<file path="config.mk">
export PLATFORM = sky130hd
export DESIGN_NAME = uart_rx_cfg
export DESIGN_NICKNAME = d
export VERILOG_FILES = /design/src/rtl/uart_rx_cfg.sv
export SDC_FILE = /design/constraint.sdc
export NUM_CORES = 1
export LEC_CHECK = 0
export CAP_MARGIN = 30
export CORE_MARGIN = 4
export CORE_UTILIZATION = 60
export CTS_BUF_LIST = sky130_fd_sc_hd__clkbuf_4
export CTS_CLUSTER_DIAMETER = 80
export DETAILED_ROUTE_END_ITERATION = 7
export HOLD_SLACK_MARGIN = 0.06
export PLACE_DENSITY = 0.83
export REMOVE_ABC_BUFFERS = 1
export SKIP_LAST_GASP = 1
export SYNTH_ARGS = -nofsm -noshare
export SYNTH_HDL_FRONTEND = slang
export SYNTH_SLANG_ARGS = --single-unit
</file>
<file path="constraint.sdc">
create_clock -name clk -period 3 [get_ports clk]
set_input_delay 0.6 -clock clk [delete_from_list [all_inputs] [get_ports clk]]
set_output_delay 0.6 -clock clk [all_outputs]
set_load 0.01 [all_outputs]
</file>
<file path="src/rtl/uart_rx_cfg.sv">
// Configurable UART receiver: 2-FF input synchroniser, 3-sample majority vote per bit,
// false-start rejection, optional parity and 1/2 stop bits, valid/ready output with overrun.
module uart_rx_cfg #(
  parameter int DATA_BITS  = 8,
  parameter int OVERSAMPLE = 16,
  parameter int PARITY     = 0,
  parameter int STOP_BITS  = 1
) (
  input  logic                 clk,
  input  logic                 reset,
  input  logic                 rx,
  input  logic                 s_tick,
  output logic [DATA_BITS-1:0] m_data,
  output logic                 m_valid,
  input  logic                 m_ready,
  output logic                 parity_err,
  output logic                 frame_err,
  output logic                 overrun,
  output logic                 busy
);

  localparam int CNT_W = $clog2(OVERSAMPLE);
  localparam int N_W   = 4;

  localparam logic [CNT_W-1:0] CNT_ONE  = CNT_W'(1);
  localparam logic [CNT_W-1:0] CNT_MID  = CNT_W'(OVERSAMPLE / 2 - 1);
  localparam logic [CNT_W-1:0] CNT_V0   = CNT_W'(OVERSAMPLE - 3);
  localparam logic [CNT_W-1:0] CNT_V1   = CNT_W'(OVERSAMPLE - 2);
  localparam logic [CNT_W-1:0] CNT_LAST = CNT_W'(OVERSAMPLE - 1);

  localparam logic [N_W-1:0] N_ONE       = N_W'(1);
  localparam logic [N_W-1:0] N_DATA_LAST = N_W'(DATA_BITS - 1);
  localparam logic [N_W-1:0] N_STOP_LAST = N_W'(STOP_BITS - 1);

  typedef enum logic [2:0] {
    S_IDLE,
    S_START,
    S_DATA,
    S_PAR,
    S_STOP
  } state_t;

  state_t               state, state_nxt;
  logic                 rx_meta, rx_s;
  logic [CNT_W-1:0]     cnt, cnt_nxt;
  logic [N_W-1:0]       n, n_nxt;
  logic [1:0]           votes, votes_nxt;
  logic [DATA_BITS-1:0] shreg, shreg_nxt;
  logic                 perr, perr_nxt;
  logic                 ferr, ferr_nxt;
  logic                 bit_val;
  logic                 load;

  function automatic logic vote3(input logic a, input logic b, input logic c);
    return (a & b) | (a & c) | (b & c);
  endfunction

  // Odd parity wants an odd count of ones over payload plus parity bit.
  function automatic logic parity_bad(input logic [DATA_BITS-1:0] d, input logic b);
    return (^d ^ b) != (PARITY == 1);
  endfunction

  assign busy = (state != S_IDLE);

  always_comb begin
    state_nxt = state;
    cnt_nxt   = cnt;
    n_nxt     = n;
    votes_nxt = votes;
    shreg_nxt = shreg;
    perr_nxt  = perr;
    ferr_nxt  = ferr;
    load      = 1'b0;
    bit_val   = vote3(votes[1], votes[0], rx_s);
    case (state)
      S_IDLE: begin
        if (!rx_s) begin
          state_nxt = S_START;
          cnt_nxt   = '0;
          n_nxt     = '0;
          perr_nxt  = 1'b0;
          ferr_nxt  = 1'b0;
        end
      end
      S_START: begin
        if (s_tick) begin
          if (cnt == CNT_MID) begin
            cnt_nxt   = '0;
            n_nxt     = '0;
            state_nxt = rx_s ? S_IDLE : S_DATA;
          end else begin
            cnt_nxt = cnt + CNT_ONE;
          end
        end
      end
      S_DATA, S_PAR, S_STOP: begin
        if (s_tick) begin
          if (cnt == CNT_V0) votes_nxt[1] = rx_s;
          if (cnt == CNT_V1) votes_nxt[0] = rx_s;
          if (cnt != CNT_LAST) begin
            cnt_nxt = cnt + CNT_ONE;
          end else begin
            cnt_nxt = '0;
            n_nxt   = n + N_ONE;
            if (state == S_DATA) begin
              shreg_nxt = {bit_val, shreg[DATA_BITS-1:1]};
              if (n == N_DATA_LAST) begin
                n_nxt     = '0;
                state_nxt = (PARITY != 0) ? S_PAR : S_STOP;
              end
            end else if (state == S_PAR) begin
              perr_nxt  = parity_bad(shreg, bit_val);
              n_nxt     = '0;
              state_nxt = S_STOP;
            end else begin
              ferr_nxt = ferr | ~bit_val;
              // Return to IDLE mid stop bit so a back-to-back start edge is not missed.
              if (n == N_STOP_LAST) begin
                n_nxt     = '0;
                load      = 1'b1;
                state_nxt = S_IDLE;
              end
            end
          end
        end
      end
      default: state_nxt = S_IDLE;
    endcase
  end

  always_ff @(posedge clk) begin
    if (!reset) begin
      rx_meta    <= 1'b1;
      rx_s       <= 1'b1;
      state      <= S_IDLE;
      cnt        <= '0;
      n          <= '0;
      votes      <= '0;
      shreg      <= '0;
      perr       <= 1'b0;
      ferr       <= 1'b0;
      m_data     <= '0;
      m_valid    <= 1'b0;
      parity_err <= 1'b0;
      frame_err  <= 1'b0;
      overrun    <= 1'b0;
    end else begin
      rx_meta <= rx;
      rx_s    <= rx_meta;
      state   <= state_nxt;
      cnt     <= cnt_nxt;
      n       <= n_nxt;
      votes   <= votes_nxt;
      shreg   <= shreg_nxt;
      perr    <= perr_nxt;
      ferr    <= ferr_nxt;
      overrun <= load & m_valid & ~m_ready;
      if (load) begin
        m_data     <= shreg;
        parity_err <= perr;
        frame_err  <= ferr_nxt;
        m_valid    <= 1'b1;
      end else if (m_ready) begin
        m_valid <= 1'b0;
      end
    end
  end

endmodule
</file>
# Word level (Yosys, flattened, before mapping)
# Index checks and enable logic that the tools add are counted.
# word_totals
ff_bits	37
input_bits	5
out_inout_bits	13
elab_cells	108
# op_classes
n_addsub	2
eq_ne	18
mux	46
bitwise_logic	12
n_reduce_logical	15
# ops
operator	n
$mux W4	13
$mux W3	9
$pmux W4 S3	2
$mux W1	18
$ne A2 B2 Y1 const B	7
$reduce_and A6 Y1	2
$pmux W3 S3	1
$add A4 B1 Y4 const B	2
$eq A4 B3 Y1 const B	2
$eq A4 B4 Y1 const B	2
$ne A4 B4 Y1 const B	2
$reduce_and A4 Y1	2
$reduce_xor A8 Y1	1
$reduce_and A7 Y1	1
$eq A3 B2 Y1 const B	2
$reduce_and A3 Y1	2
$reduce_bool A3 Y1	2
$and A1 B1 Y1	5
$logic_not A4 Y1	1
$pmux W1 S2	2
$reduce_bool A2 Y1	2
$eq A3 B1 Y1 const B	1
$eq A3 B3 Y1 const B	1
$logic_not A3 Y1	1
other kinds (6)	10

# Depth between registers and ports, before layout
# depth
ltp_word	10
ltp_mapped	7
depth_no_buf	7

# Worst setup path before layout
# OpenSTA, ideal clock, no wires.
# synth_path
path_kind	input -> register
startpoint	input port s_tick
endpoint	register n[1]
arrival_ns	1.572
required_time_ns	2.872
setup_slack_ns	1.300
cell_stages	5
cell_sequence	and4bb_1 a211oi_4 o21bai_4 mux2i_1 nor2_1
# synth_between
elab_chain_cells	2
elab_cells_between_ends	3
classes_between	eq/ne (2); reduce/logical (1)
# synth_rtl
element	line_no	rtl
start, declared	12	input logic s_tick,
$ne A2 B2 Y1 (no line)	-	
$reduce_and A6 Y1 (no line) (*)	-	
end signal, assigned	152	n <= n_nxt;
end, declared	46	logic [N_W-1:0] n, n_nxt;
# Every way passes the cells marked *; elsewhere a longest branch is shown, timed or not.
# A chain may end at the register's enable or synchronous reset.

# Final worst setup path
# layout_path
startpoint	register state[1]
endpoint	output port busy
# layout_between
elab_chain_cells	1
# layout_rtl
element	line_no	rtl
start, declared	43	state_t state, state_nxt;
start signal, assigned	150	state <= state_nxt;
$reduce_bool A3 Y1	63	assign busy = (state != S_IDLE);
end, declared	19	output logic busy
# Every way passes these cells.

==> results by group <==
STA
  • Maximum clock rate: 419 MHz
  • Relative max-transition margin: 63.6%
  • Minimum clock period: 2390 ps
  • Final Hold Violating Endpoints: 0
  • Total count of max-transition violations in the final report: 0
  • Max Clock Skew: between 10 and 15 ps
  • Unrepaired setup endpoints after global routing: no
  • Final setup violation count: 0
  • Total negative setup slack: 0 ps
  • Final WS setup: 613 ps
  • Final Cycle Share: 79.6%
  • Transition time at the pin with the least slew margin: approximately 540 ps

Yosys
  • Area share of the leading cell type in the synthesized netlist: 41.1%
  • Top flip-flop cell by instance count after synthesis: sky130_fd_sc_hd__dfxtp_1
  • Average cell area after synthesis: roughly 8.7 um^2
  • Number of synthesized register bits: 37
  • Part of the Yosys area used for sequential elements: 41.1%
  • Area leader, netlist: sky130_fd_sc_hd__dfxtp_1
  • Synth Cell Area: around 0.0018 mm^2
  • Synth warn: 0
  • Count of cell types in the netlist: 43
  • Post-synthesis instance total: 208
  • Cells taking the most area after synthesis: sky130_fd_sc_hd__dfxtp_1 41%, sky130_fd_sc_hd__a21oi_1 5.5%, sky130_fd_sc_hd__mux2i_1 5.5%
  • EDFF count, synth: 0
  • Asr flop ratio synth: 0%
  • Post-synth top cells: 37 x sky130_fd_sc_hd__dfxtp_1, 21 x sky130_fd_sc_hd__nand2_1, 20 x sky130_fd_sc_hd__a21oi_1
  • Cell with the most instances after synthesis: sky130_fd_sc_hd__dfxtp_1

Clock network
  • Clock latency reported for the late side of the worst-skew pair: 360 ps
  • # hold bufs at CTS: 0
  • Number of buffers inserted during clock tree synthesis: 5
  • CTS tree: yes
  • Cells resized by post-CTS repair: 0
  • CTS Root Buffer Type: sky130_fd_sc_hd__clkbuf_4
  • H-tree Lvls: 2
  • Post-CTS Setup Repair Bufs: 0
  • Count of clock tree sinks: 37
  • CTS clk-pin slew, worst paths: approximately 110 ps
  • Bufs on Longest Clock Path: 2

Worst setup path
  • Cell at the slowest stage of the critical path: sky130_fd_sc_hd__dfxtp_1
  • Setup crit start kind: register
  • Critical path cell sequence: or3_1 > clkdlybuf4s50_1
  • Critical Path Sink Type: output port
  • Delay of the slowest cell on the worst path: between 600 and 700 ps
  • Worst endpoint data arrival time: 1790 ps
  • Critical path class: reg -> out
  • Critical path fanouts, max: 16
  • WP data required: 2400 ps

Floorplan
  • Horizontal die dimension: 62.8 um
  • Core ar.: 0.00281 mm^2
  • Die Footprint: 0.00395 mm^2
  • DIE HEIGHT: 62.8 um
  • Number of top-level pins: 18
  • Starting Density: 64.3%
  • Num rows: 19

Route
  • Number of DRC violations after detailed-routing iteration 0: 55
  • DRC violation count after routing: 0
  • DR vias: 1,553
  • Drt pass-1 iters: 4
  • Number of nets with antenna violations after routing: 0
  • Post-detailed-routing wire length: 3700 um
  • Routed via count divided by cell count: about 6
  • Detail-routed net length per standard cell: 14.4 um

Global routing
  • Wire length of the first global-routing pass: roughly 6400 um
  • Total global routing overflow: 0
  • Number of global-route vias before repair: 1,471
  • Number of antenna violations at the first check in global routing: 0
  • Maximum number of pins on one net before global-route repair: 18
  • Global-route usage over all layers: 20.5%

Placement
  • Number of input and output port buffers inserted: 17
  • DP Wirelength: between 2000 and 3000 um
  • Pre-CTS worst setup slack: 571 ps
  • Final GP Congestion: 0.825

Power
  • Cell Pwr Density: around 380 mW/mm^2
  • Leakage component of the power: 0.000773 uW
  • Maximum vdd drop: 0.281 mV

Final layout
  • Post-layout nets: 237
  • Proportion of layout cells with a drive suffix above 1: 7.05%
  • Number of antenna diodes: 0
  • Area growth from synthesis to layout: 13.9%

Worst hold path
  • Hold/Removal Path Class: reg -> reg

Run status
  • Status: complete, no violations

Run
  • Max-Cap Viols: 0
## report_power, final
part           switching, uW  total (uW)  internal, uW
Clock                    165         249          84.1
Combinational           24.1        41.5          17.4
Sequential              4.58         498           493
Total                    194         789           595
## layout make-up
type / count / area (um^2)
multi-input combinational: 155 / 997
tap: 31 / 38.8
sequential: 37 / 741
fill: 224 / 749
inverter: 6 / 22.5
timing repair buffer: 22 / 208
clock buffer: 5 / 37.5
clock inverter: 2 / 11.3
## state kept, by name (all words and copies together), names as in the netlist
signal and flops:
n 4, m_valid 1, rx_s 1, parity_err 1
m_data 8, overrun 1, state 3, votes 2
frame_err 1, perr 1, shreg 8, cnt 4
rx_meta 1, ferr 1
## kinds of logic after synthesis
group           after synthesis  share of synthesized area (%)
simple gates                 90                           26.5
compound gates               41                           14.6
flops                        37                           41.1
buf+inv                      16                           3.68
mux                          10                           5.55
xor+xnor                      8                           4.65
fa+ha+maj                     6                           4.02
## worst paths after layout
| check | startpoint | endpoint | slack, ps | cells past startpoint |
|---|---|---|---|---|
| setup / recovery | state[1] | busy | 610 | 2 |
| hold / removal | rx_meta | rx_s | 420 | 1 |
| setup reg to reg | state[1] | n[1] | 960 | 5 |
| hold reg to reg | rx_meta | rx_s | 420 | 1 |
## layout by cell type, fill, tap and decap left out, drive strengths merged, types with 2 or more instances in the layout
master	count
dfxtp	37
nor3b	5
or3	2
nor3	6
nor2	18
o21ai	9
ha	5
buf	5
clkdlybuf4s50	17
and2	2
mux2i	10
nand2	21
nand2b	4
a211oi	2
xnor2	7
clkbuf	5
a21oi	21
nor2b	2
nand3	18
nor4	2
inv	6
nand3b	4
## routing by layer
layer  GRT usage [%]  vias up  routed length, um
met3            7.19        9                165
met5               0        -                  0
met2            32.5       33               1730
met1            24.4      742               1740
met4            10.2        0                 70
li1                -      769                  -
## critical path, delay by kind of cell (launching register included)
kind / cells / cell delay, ps
flip-flops: 1 / 680
buffers and inverters: 1 / 550
AND/OR/NAND/NOR: 1 / 200
## per-stage QoR
| stage | area (um^2) | hold slack [ps] | power (uW) | cells | util [%] |
|---|---|---|---|---|---|
| CTS | 2060 | 421 | 792 | 258 | 73.3 |
| finish | 2060 | 415 | 789 | 258 | 73.3 |
| global route | 2060 | 432 | 828 | 258 | 73.3 |
| floorplan | 1760 | 386 | 533 | 198 | - |
| global placement | 2010 | 394 | 548 | 251 | 71.5 |
| detailed placement | 2010 | 398 | 550 | 251 | 71.5 |
Power figures use the tool's default switching activity.
